[src/rtl/imem_loader.sv]
// rtl/imem_loader.sv - framed byte-stream loader that writes instruction RAM and gates CPU reset
module imem_loader #(
    parameter int         MEM_SIZE = 128,
    parameter logic [7:0] HDR_BYTE = 8'hA5
) (
    input  logic        clk,
    input  logic        rst_n,
    input  logic [7:0]  in_data,
    input  logic        in_valid,
    output logic        in_ready,
    input  logic        start,
    output logic        we,
    output logic [31:0] waddr,
    output logic [31:0] wdata,
    output logic        cpu_rst_n,
    output logic        done,
    output logic        err
);

    typedef enum logic [2:0] {
        S_IDLE, S_HDR, S_LEN_HI, S_LEN_LO, S_DATA, S_CHK, S_DONE, S_ERROR
    } state_t;

    localparam logic [15:0] MEM_WORDS = 16'(MEM_SIZE);

    state_t      state, state_nxt;
    logic [15:0] len;
    logic [15:0] len_full;
    logic [15:0] word_idx;
    logic [1:0]  byte_cnt;
    logic [7:0]  chk;
    logic [23:0] shift;
    logic        accept;

    assign accept   = in_valid && in_ready;
    assign len_full = {len[15:8], in_data};

    always_ff @(posedge clk or negedge rst_n) begin
        if (!rst_n) state <= S_IDLE;
        else        state <= state_nxt;
    end

    always_comb begin
        state_nxt = state;
        in_ready  = 1'b0;
        case (state)
            S_IDLE: state_nxt = S_HDR;
            S_HDR: begin
                in_ready = 1'b1;
                if (accept && in_data == HDR_BYTE) state_nxt = S_LEN_HI;
            end
            S_LEN_HI: begin
                in_ready = 1'b1;
                if (accept) state_nxt = S_LEN_LO;
            end
            S_LEN_LO: begin
                in_ready = 1'b1;
                if (accept) begin
                    if (len_full > MEM_WORDS)  state_nxt = S_ERROR;
                    else if (len_full == '0)   state_nxt = S_CHK;
                    else                       state_nxt = S_DATA;
                end
            end
            S_DATA: begin
                in_ready = 1'b1;
                if (accept && byte_cnt == 2'd3 && (word_idx + 16'd1) == len)
                    state_nxt = S_CHK;
            end
            S_CHK: begin
                in_ready = 1'b1;
                if (accept) state_nxt = (in_data == chk) ? S_DONE : S_ERROR;
            end
            S_DONE, S_ERROR: begin
                if (start) state_nxt = S_HDR;
            end
            default: state_nxt = S_IDLE;
        endcase
    end

    // Status flags follow the next state so they change on the very edge that enters DONE/ERROR.
    always_ff @(posedge clk or negedge rst_n) begin
        if (!rst_n) begin
            we        <= 1'b0;
            waddr     <= '0;
            wdata     <= '0;
            cpu_rst_n <= 1'b0;
            done      <= 1'b0;
            err       <= 1'b0;
            len       <= '0;
            word_idx  <= '0;
            byte_cnt  <= '0;
            chk       <= '0;
            shift     <= '0;
        end else begin
            we        <= 1'b0;
            done      <= (state_nxt == S_DONE);
            cpu_rst_n <= (state_nxt == S_DONE);
            err       <= (state_nxt == S_ERROR);
            case (state)
                S_LEN_HI: if (accept) len[15:8] <= in_data;
                S_LEN_LO: if (accept) len[7:0]  <= in_data;
                S_DATA: begin
                    if (accept) begin
                        chk      <= chk ^ in_data;
                        byte_cnt <= byte_cnt + 2'd1;
                        if (byte_cnt == 2'd3) begin
                            we       <= 1'b1;
                            wdata    <= {shift, in_data};
                            waddr    <= {14'd0, word_idx, 2'b00};
                            word_idx <= word_idx + 16'd1;
                        end else begin
                            shift <= {shift[15:0], in_data};
                        end
                    end
                end
                S_DONE, S_ERROR: begin
                    if (start) begin
                        len      <= '0;
                        word_idx <= '0;
                        byte_cnt <= '0;
                        chk      <= '0;
                        shift    <= '0;
                    end
                end
                default: ;
            endcase
        end
    end

endmodule

[config.mk]
export PLATFORM = sky130hd
export DESIGN_NAME = imem_loader
export DESIGN_NICKNAME = d
export VERILOG_FILES = /design/src/rtl/imem_loader.sv
export SDC_FILE = /design/constraint.sdc
export NUM_CORES = 1
export LEC_CHECK = 0
export CELL_PAD_IN_SITES_DETAIL_PLACEMENT = 0
export CELL_PAD_IN_SITES_GLOBAL_PLACEMENT = 2
export CORE_MARGIN = 2
export CORE_UTILIZATION = 34
export DETAILED_ROUTE_END_ITERATION = 10
export PLACE_DENSITY = 0.87
export SLEW_MARGIN = 15
export SYNTH_ARGS = -nofsm -noshare
export SYNTH_HDL_FRONTEND = slang
export SYNTH_SLANG_ARGS = --single-unit
[constraint.sdc]
create_clock -name clk -period 2.8 [get_ports clk]
set_clock_uncertainty 0.1 [all_clocks]
set_input_delay 0.28 -clock clk [delete_from_list [all_inputs] [get_ports clk]]
set_output_delay 0.28 -clock clk [all_outputs]
set_load 0.01 [all_outputs]
==> results of run 1 <==
## layer usage
metal,global-route usage,wire length (µm),share of wire,vias to the layer above
li1,-,-,-,2121
met1,0.232,6670,0.47,2180
met2,0.270,6730,0.47,104
met3,0.0392,657,0.046,16
met4,0.0676,180,0.013,0
met5,0,0,0,-
## report_power, final
part | internal [mW] | switching (mW)
Sequential | 2.02 | 0.317
Clock | 1.50 | 0.738
Combinational | 0.610 | 0.633
Total | 4.13 | 1.69
## area by class of cell
type                    instances  share of cell area
clock buffers                  22              0.0645
clock inverters                 8              0.0210
inverters                       4             0.00213
multi-input cells             427               0.329
flip-flops and latches        120               0.426
well taps                     216              0.0384
repair buffers                 87               0.119
## kinds of logic after synthesis
kind of cell | after synthesis | synth area share
buffers and inverters | 61 | 0.0566
AOI/OAI and AO/OA | 117 | 0.146
xor gates and xnor gates | 32 | 0.0503
and+or+nand+nor | 257 | 0.198
adders and majority gates | 2 | 0.00449
muxes | 3 | 0.00561
other | 1 | 0.000673
DFF | 120 | 0.539
## through the flow
step                      hold slack (ns)  cells  worst slack (ns)
after global routing                0.395    884             0.246
after CTS                           0.376    884             0.431
final                               0.368    884             0.414
after floorplan                    -0.116    608             0.784
after global placement              0.292    853             0.391
after detailed placement            0.309    853             0.348
## final timing paths
path | cells after the start | to | from
setup / recovery | 4 | in_ready | state[2]
hold / removal | 2 | waddr[16] | waddr[16]
setup reg to reg | 7 | wdata[9] | state[0]
hold reg to reg | 2 | waddr[16] | waddr[16]
max in group asynchronous | 3 | word_idx[8] | rst_n
min in group asynchronous | 2 | state[2] | rst_n
## synthesized netlist by cell type, types with 2 or more instances
| library cell | number |
|---|---|
| nand4_1 | 11 |
| nand3_1 | 8 |
| nor3_1 | 6 |
| and4_1 | 2 |
| a31oi_1 | 2 |
| nand2_1 | 183 |
| o31ai_1 | 4 |
| a22o_1 | 38 |
| ha_1 | 2 |
| a21oi_1 | 5 |
| o211ai_1 | 2 |
| buf_2 | 12 |
| dfrtp_1 | 120 |
| o21ai_0 | 49 |
| inv_1 | 4 |
| xor2_1 | 11 |
| and3_1 | 5 |
| a22o_2 | 3 |
| a21o_1 | 3 |
| buf_1 | 8 |
| nand2b_1 | 5 |
| or3_1 | 2 |
| nand3b_1 | 2 |
| clkbuf_1 | 19 |
| nor2_1 | 22 |
| mux2i_1 | 2 |
| nor4_1 | 4 |
| buf_4 | 17 |
| xnor2_1 | 21 |
## registers in the layout (all words and copies together) (netlist names)
register  count
state         3
we            1
wdata        32
shift        24
err           1
byte_cnt      2
word_idx     16
waddr        16
chk           8
len          16
done          1
## cells in the final DEF (no fill, tap or decap), drive strengths merged, types with 3 or more instances in the layout
| cell type | count |
|---|---|
| dfrtp | 120 |
| inv | 4 |
| a21oi | 5 |
| o31ai | 4 |
| clkinv | 4 |
| nor3 | 6 |
| nand4 | 11 |
| clkdlybuf4s50 | 63 |
| nand3 | 8 |
| and3 | 5 |
| bufinv | 4 |
| o21ai | 49 |
| nand2 | 183 |
| clkbuf | 22 |
| conb | 16 |
| nor4 | 5 |
| xor2 | 11 |
| xnor2 | 21 |
| a22o | 41 |
| nand2b | 5 |
| a21o | 3 |
| buf | 23 |
| nor2 | 22 |
## what timing repair did
action                                 4_1_cts  5_1_grt
setup buffers                                0        0
hold buffers                                 1        0
setup endpoints to repair                    0        0
endpoints found under the hold margin       52        0
## worst max-delay path, cell delays in order (launching register included)
cell,delay (ns)
dfrtp_1,0.49
buf_4,0.23
nor3_1,0.06
a21oi_1,0.23
clkdlybuf4s50_1,0.59
==> metrics.md, run 1 <==
| Metric | Value |
|---|---|
| Die height | `132 µm` |
| Initial Util | `0.350` |
| Post-route setup TNS | `0 ns` |
| Number of diodes | `0` |
| Synthesized cell area | `0.00558 mm²` |
| CP Launch Type | `flip-flop` |
| Seq/Total Area, Yosys | `0.539` |
| Vias/cell | `5.00` |
| Synth Flop Type | `dfrtp_1` |
| Async S/R FF share, synth | `1.00` |
| Final critical-path share of the clock period | `0.852` |
| Yosys warning count | `0` |
| CTS buffer count | `17` |
| Placed Instance Area | `0.00643 mm²` |
| Initial antenna violation count | `0` |
| Power Dens Cells | `826 mW/mm²` |
| H-Tree Depth | `4` |
| Cell taking the most area after synthesis | `dfrtp_1` |
| Syn_area_per_cell | `9.40 µm²` |
| Number of max-cap violations | `0` |
| Root buffer cell | `clkbuf_16` |
| Seq. cell area | `0.00300 mm²` |
| Hold Crit Class | `reg2reg` |
| Final setup viols | `0` |
| Synth top area share | `0.539` |
| Vias post-DR | `4421` |
| I/O Buffers | `64` |
| Slew margin rel. | `0.496` |
| DR pass1 iterations | `5` |
| GR Overflow Total | `0` |
| Routed WL | `14.2 mm` |
| Maximum clock frequency | `0.419 GHz` |
| Clock Tree Buf Depth | `2` |
| VDD IR-drop max | `0.468 mV` |
| CP Capture Type | `output port` |
| DRT iter0 DRCs | `369` |
| Synthesized netlist cell count | `593` |
| Row count | `46` |
| Top post-synthesis cells by area | `dfrtp_1, nand2_1, a22o_1` |
| Finished Cell Area | `0.00704 mm²` |
| Yosys cell types | `50` |
| Worst path required time | `2.42 ns` |
| Chip width | `132 µm` |
| Post-synth EDFFs | `0` |
| Area Growth Syn to Fin | `26.3%` |
| Io pins | `81` |
| Avg WL per Cell | `16.1 µm` |
| Vias in the first global route | `4453` |
| Die ar. | `0.0174 mm²` |
| Period minus WS final | `2.39 ns` |
| Synthesis-stage register bit count | `120` |
| Share of cells above drive strength 1 | `0.0883` |
| GRT Overall Usage | `0.172` |
| Resized cells post-CTS | `0` |
| Final Hold Violating Endpoints | `0` |
| Critical Setup Path Class | `reg2out` |
| Fin nets | `671` |
| Worst Max-Slew Pin Slew | `0.756 ns` |
| Status | `finished, final reports clean` |
| Antenna Nets Post-Route | `0` |
| DRC Markers | `0` |
| Flop-to-flop setup slack | `0.47 ns` |
| P_leak | `3.33 nW` |
| Pin count of the biggest net entering global routing | `55` |
| Area of the multi-input gates | `0.00231 mm²` |
| Crit path DAT | `2.01 ns` |
| Post-DP HPWL | `9.86 mm` |
| RSZ-0062 raised after global routing | `no` |
| Worst skew pair latency | `0.42 ns` |
| Tot Pwr | `5.82 mW` |
| Crit Path Max Fanout | `12` |
| Final core utilization | `0.442` |
| Fillcell total | `1590` |
| CTS tree | `yes` |
| Clock-pin slew on the worst setup and hold paths | `0.05 ns` |
| First-pass GRT wire length | `23.7 mm` |
| Core area | `0.0159 mm²` |
| CTS Sinks | `120` |
| Final GP Congestion | `0.860` |
| Slew Viols, Final | `0` |
Power figures use the tool's default switching activity.
==> run 2: changes to the inputs <==
CORE_MARGIN = default   (was 2)
RECOVER_POWER = 100   (was default)
clock period = 2.45 ns   (was 2.8 ns; I/O delays follow)
==> run 2 against run 1 <==
  * Die area fell by 3.0%
  * Combinational power grew 15%
  * Global-route usage up 0.63 points
  * Utilization is 0.64 points higher
  * Worst hold slack worse by 0.016 ns
  * Cell count grew 2.4%
  * Setup slack worse by 0.28 ns
  * Via count grew 2.6%
  * Power rose by 13%
  * Sequential power increased by 14%
  * Non-clock buffer count increased by 19
  * Clock power rose by 11%
  * Critical path type unchanged
==> metrics.md, run 2 (synthesis gave the netlist of run 1 again) <==
| Metric | Value |
|---|---|
| Status | `finished, final reports clean` |
| Initial antenna violation count | `0` |
| Number of max-cap violations | `0` |
| H-Tree Depth | `4` |
| CTS Sinks | `120` |
| CP Capture Type | `output port` |
| Power Dens Cells | `918 mW/mm²` |
| Initial Util | `0.350` |
| Area Growth Syn to Fin | `28.1%` |
| Tot Pwr | `6.56 mW` |
| Pin count of the biggest net entering global routing | `49` |
| Die height | `130 µm` |
| Clock Tree Buf Depth | `2` |
| Io pins | `81` |
| Chip width | `130 µm` |
| Critical Setup Path Class | `reg2out` |
| Worst R2R Start | `state[0]` |
| Hold_sp | `in_data[3]` |
| Max reg flops | `32` |
| DRC Markers | `0` |
| Clock-pin slew on the worst setup and hold paths | `0.06 ns` |
| CP startpoint | `state[0]` |
| Hold-fix buffers at CTS | `1` |
| DRT iter0 DRCs | `281` |
| Leading cell type in the layout, fill and taps excluded | `nand2_1` |
| Final GP Congestion | `0.840` |
| DR pass1 iterations | `4` |
| CTS tree | `yes` |
| Final setup viols | `0` |
| RSZ-0062 raised after global routing | `no` |
| VDD IR-drop max | `0.533 mV` |
| Finished Cell Area | `0.00714 mm²` |
| Final Hold Violating Endpoints | `0` |
| Share of cells above drive strength 1 | `0.109` |
| Maximum clock frequency | `0.432 GHz` |
| Vias in the first global route | `4397` |
| Row count | `46` |
| Post-CTS Setup Bufs | `0` |
| GRT Overall Usage | `0.178` |
| Vias post-DR | `4534` |
| Top reg by flops | `wdata` |
| I/O Buffers | `64` |
| Worst Max-Slew Pin Slew | `1.26 ns` |
| Period minus WS final | `2.31 ns` |
| Root buffer cell | `clkbuf_16` |
| Core area | `0.0159 mm²` |
| Fin nets | `690` |
| Number of diodes | `0` |
| P_leak | `3.56 nW` |
| Most frequent cells in the layout | `nand2_1, dfrtp_1, dlygate4sd3_1` |
| Resized cells post-CTS | `0` |
| Avg WL per Cell | `15.6 µm` |
| GR Overflow Total | `0` |
| Post-route setup TNS | `0 ns` |
| Slew margin rel. | `0.159` |
| Post-DP HPWL | `9.91 mm` |
| Antenna Nets Post-Route | `0` |
| Vias/cell | `5.01` |
| CTS buffer count | `17` |
| Hold Crit Class | `in2reg` |
| Placed Instance Area | `0.00660 mm²` |
| Routed WL | `14.1 mm` |
| CP Launch Type | `flip-flop` |
| Crit Path Max Fanout | `11` |
| Die ar. | `0.0169 mm²` |
| Final Non-Filler Cells | `905` |
| Worst skew pair latency | `0.42 ns` |
| Final critical-path share of the clock period | `0.945` |
| Largest regs | `wdata (32), shift (24)` |
| Worst path required time | `2.11 ns` |
| First-pass GRT wire length | `22.7 mm` |
| Crit path DAT | `1.97 ns` |
| Dpl cells | `872` |
| Slew Viols, Final | `0` |
## run 2: changes by cell type in the layout (fill, tap and decap cells not counted), moves of 2 or more
cell and change:
buf_4 +7, bufinv_16 -2, clkbuf_1 +4, clkbuf_2 +4, clkbuf_4 +3, clkbuf_8 +2
clkdlybuf4s50_1 -53, clkinv_2 -2, clkinvlp_4 +4, dlygate4sd3_1 +53
## run 2: metal layers
metal / track usage / share of wire
met5: 0 / 0
met4: 0.0787 / 0.016
met3: 0.0381 / 0.031
met2: 0.277 / 0.47
met1: 0.240 / 0.48
## run 2: stage by stage
step	hold slack (ns)	util	worst slack, ns
detailed placement	0.222	0.414	0.0632
global placement	0.216	0.414	0.0955
floorplan	-0.151	-	0.434
global route	0.382	0.448	0.0573
finish	0.352	0.448	0.136
CTS	0.319	0.452	0.206
## run 2: power breakdown
part           internal [mW]  switching [mW]  leakage (nW)
combinational          0.683           0.736          1.64
sequential              2.31           0.346          1.65
clock                   1.58           0.901         0.276
total                   4.58            1.98          3.56
## run 2: path summary, 6_finish.rpt
path	to	slack [ns]	depth (start not counted)
setup / recovery	in_ready	0.14	3
max in group asynchronous	waddr[15]	0.45	3
hold reg to reg	waddr[3]	0.36	2
min in group asynchronous	len[5]	0.53	2
setup reg to reg	word_idx[8]	0.21	7
hold / removal	wdata[3]	0.35	3
## run 2: cell type report
| class | instances | area [µm²] |
|---|---|---|
| Fill cell | 1561 | 8800 |
| Clock inverter | 9 | 116 |
| Inverter | 4 | 15.0 |
| Clock buffer | 23 | 478 |
| Sequential cell | 120 | 3000 |
| Multi-Input combinational cell | 427 | 2310 |
| Tap cell | 216 | 270 |
| Timing Repair Buffer | 106 | 952 |
## run 2: critical path, stage by stage (launching register included)
cell and delay [ns]:
dfrtp_1 0.54, nor3_1 0.10, a21oi_1 0.25, dlygate4sd3_1 0.65
==> run 3: changes to the inputs <==
CAP_MARGIN = 10   (was default)
PLACE_DENSITY = default   (was 0.87)
PLACE_DENSITY_LB_ADDON = 0.1   (was default)
==> run 3 against run 2 <==
  * Critical path depth grew 4
  * Combinational power is essentially flat
  * Register-to-register slack is essentially flat
  * Sequential share of layout area is essentially flat
  * Via count shrank 2.0%
  * Largest cell class unchanged
  * Power grew 1.5%
  * Flip-flop and latch count is the same
  * Worst hold slack gained 0.012 ns
  * Cell count shrank 0.11%
  * Final area is essentially flat
  * Sequential power is essentially flat
  * Fmax grew 3.8%
==> metrics.md, run 3 (synthesis gave the netlist of run 1 again) <==
| Metric | Value |
|---|---|
| Status | `finished, final reports clean` |
| Vias/cell | `4.92` |
| Tot Pwr | `6.65 mW` |
| Top reg by flops | `wdata` |
| Hold path depth | `2` |
| VDD IR-drop max | `0.534 mV` |
| Int Power | `4.63 mW` |
| Routed WL | `14.8 mm` |
| Crit Path Max Fanout | `9` |
| Post-DP HPWL | `10.4 mm` |
| Maximum clock frequency | `0.449 GHz` |
| Most frequent cells in the layout | `nand2_1, dfrtp_1, dlygate4sd3_1` |
| Period minus WS final | `2.23 ns` |
| Share of cells above drive strength 1 | `0.110` |
| Number of diodes | `0` |
| Switching pwr | `2.03 mW` |
| Worst path required time | `2.70 ns` |
| Hold_sp | `wdata[17]` |
| CTS tree | `yes` |
| GR Overflow Total | `0` |
| Hold Worst Slack | `0.364 ns` |
| Final GP Congestion | `0.837` |
| Fin nets | `689` |
| CP Launch Type | `flip-flop` |
| Sequential power share | `0.400` |
| DRT iter0 DRCs | `295` |
| Seq. cell area | `0.00300 mm²` |
| Worst Max-Slew Pin Slew | `1.06 ns` |
| Largest regs | `wdata (32), shift (24)` |
| Avg WL per Cell | `16.4 µm` |
| First-pass GRT wire length | `23.7 mm` |
| Worst R2R Start | `state[0]` |
| Fillcell total | `1588` |
| Die ar. | `0.0169 mm²` |
| Slew margin rel. | `0.294` |
| Chip width | `130 µm` |
| Root buffer cell | `clkbuf_16` |
| Slew Viols, Final | `0` |
| Post-Place Worst Slack | `0.0554 ns` |
| Max reg flops | `32` |
| DRC Markers | `0` |
| Antenna Nets Post-Route | `0` |
| Flop-to-flop setup slack | `0.22 ns` |
| Pin count of the biggest net entering global routing | `51` |
| I/O Buffers | `64` |
| Clock-pin slew on the worst setup and hold paths | `0.06 ns` |
| Final core utilization | `0.448` |
| RR Endpoint | `waddr[9]` |
| Critical Setup Path Class | `reg2reg` |
| H-Tree Depth | `4` |
| Final Hold Violating Endpoints | `0` |
| Worst skew pair latency | `0.41 ns` |
| GRT Overall Usage | `0.190` |
| Io pins | `81` |
| Area of the multi-input gates | `0.00231 mm²` |
| Number of max-cap violations | `0` |
| Switching share of power | `0.305` |
| Leading cell type in the layout, fill and taps excluded | `nand2_1` |
| Power Dens Cells | `931 mW/mm²` |
| Vias in the first global route | `4213` |
| Hold Crit Class | `reg2reg` |
| CP Capture Type | `flip-flop` |
| Post-route setup TNS | `0 ns` |
| CTS buffer count | `17` |
| Vias post-DR | `4444` |
| Power share of the combinational group | `0.212` |
| Area Growth Syn to Fin | `28.2%` |
| RSZ-0062 raised after global routing | `no` |
| Crit path DAT | `2.48 ns` |
| P_leak | `3.57 nW` |
| CTS Sinks | `120` |
| DR pass1 iterations | `4` |
| Final critical-path share of the clock period | `0.910` |
| Initial antenna violation count | `0` |
| Post-CTS Setup Bufs | `0` |
| Initial Util | `0.350` |
| Register-to-Register Path Depth | `7` |
| Die height | `130 µm` |
| Row count | `46` |
| Clk network pwr share | `0.388` |
| Clock Tree Buf Depth | `2` |
| Core area | `0.0159 mm²` |
| Slack of the critical path | `0.221 ns` |
| Final setup viols | `0` |
| Hold endpoint | `wdata[17]` |
## run 3: power by group through the flow
stage,Sequential (mW),Clock (mW),Combinational [mW]
floorplan,2.55,0,1.06
global placement,2.70,0,1.43
detailed placement,2.70,0,1.45
CTS,2.67,2.64,1.46
global route,2.72,2.74,1.56
finish,2.66,2.58,1.41
## run 3: what timing repair did
action / in CTS / in global routing
endpoints found under the hold margin: 37 / 0
hold buffers: 1 / 0
resized for setup: 0 / 1
endpoints found under the setup margin: 0 / 1
## run 3: stage by stage
stage | std cells | cell area [µm²]
global placement | 871 | 6580
global route | 904 | 7150
floorplan | 608 | 5630
finish | 904 | 7150
detailed placement | 871 | 6580
CTS | 904 | 7200
## run 3: worst max-delay path, stage by stage (launching register included)
cell and delay (ns):
dfrtp_1 0.40, nor2_1 0.25, nand4_1 0.30, inv_1 0.45, clkbuf_1 0.35, buf_4 0.20, nand2_1 0.05, nand2_1 0.06
## run 3: layout make-up
| class | instances | area share |
|---|---|---|
| flip-flops and latches | 120 | 0.420 |
| inverters | 4 | 0.00210 |
| well taps | 216 | 0.0378 |
| clock buffers | 19 | 0.0620 |
| clock inverters | 13 | 0.0238 |
| multi-input cells | 427 | 0.323 |
| repair buffers | 105 | 0.131 |
## run 3: how the worst max path moves through the flow
stage,from,endpoint,cells after the start
after CTS,state[2],in_ready,3
after floorplan,word_idx[0],state[0],7
final,state[0],waddr[9],7
after global routing,state[0],word_idx[8],6
after global placement,in_data[3],state[0],7
after detailed placement,in_data[3],state[0],7
## run 3: per-layer routing
layer | up-vias | track usage | share of wire
met2 | 95 | 0.295 | 0.47
met3 | 13 | 0.0365 | 0.035
met5 | - | 0 | 0
met4 | 0 | 0.0718 | 0.014
li1 | 2169 | - | -
met1 | 2167 | 0.263 | 0.48
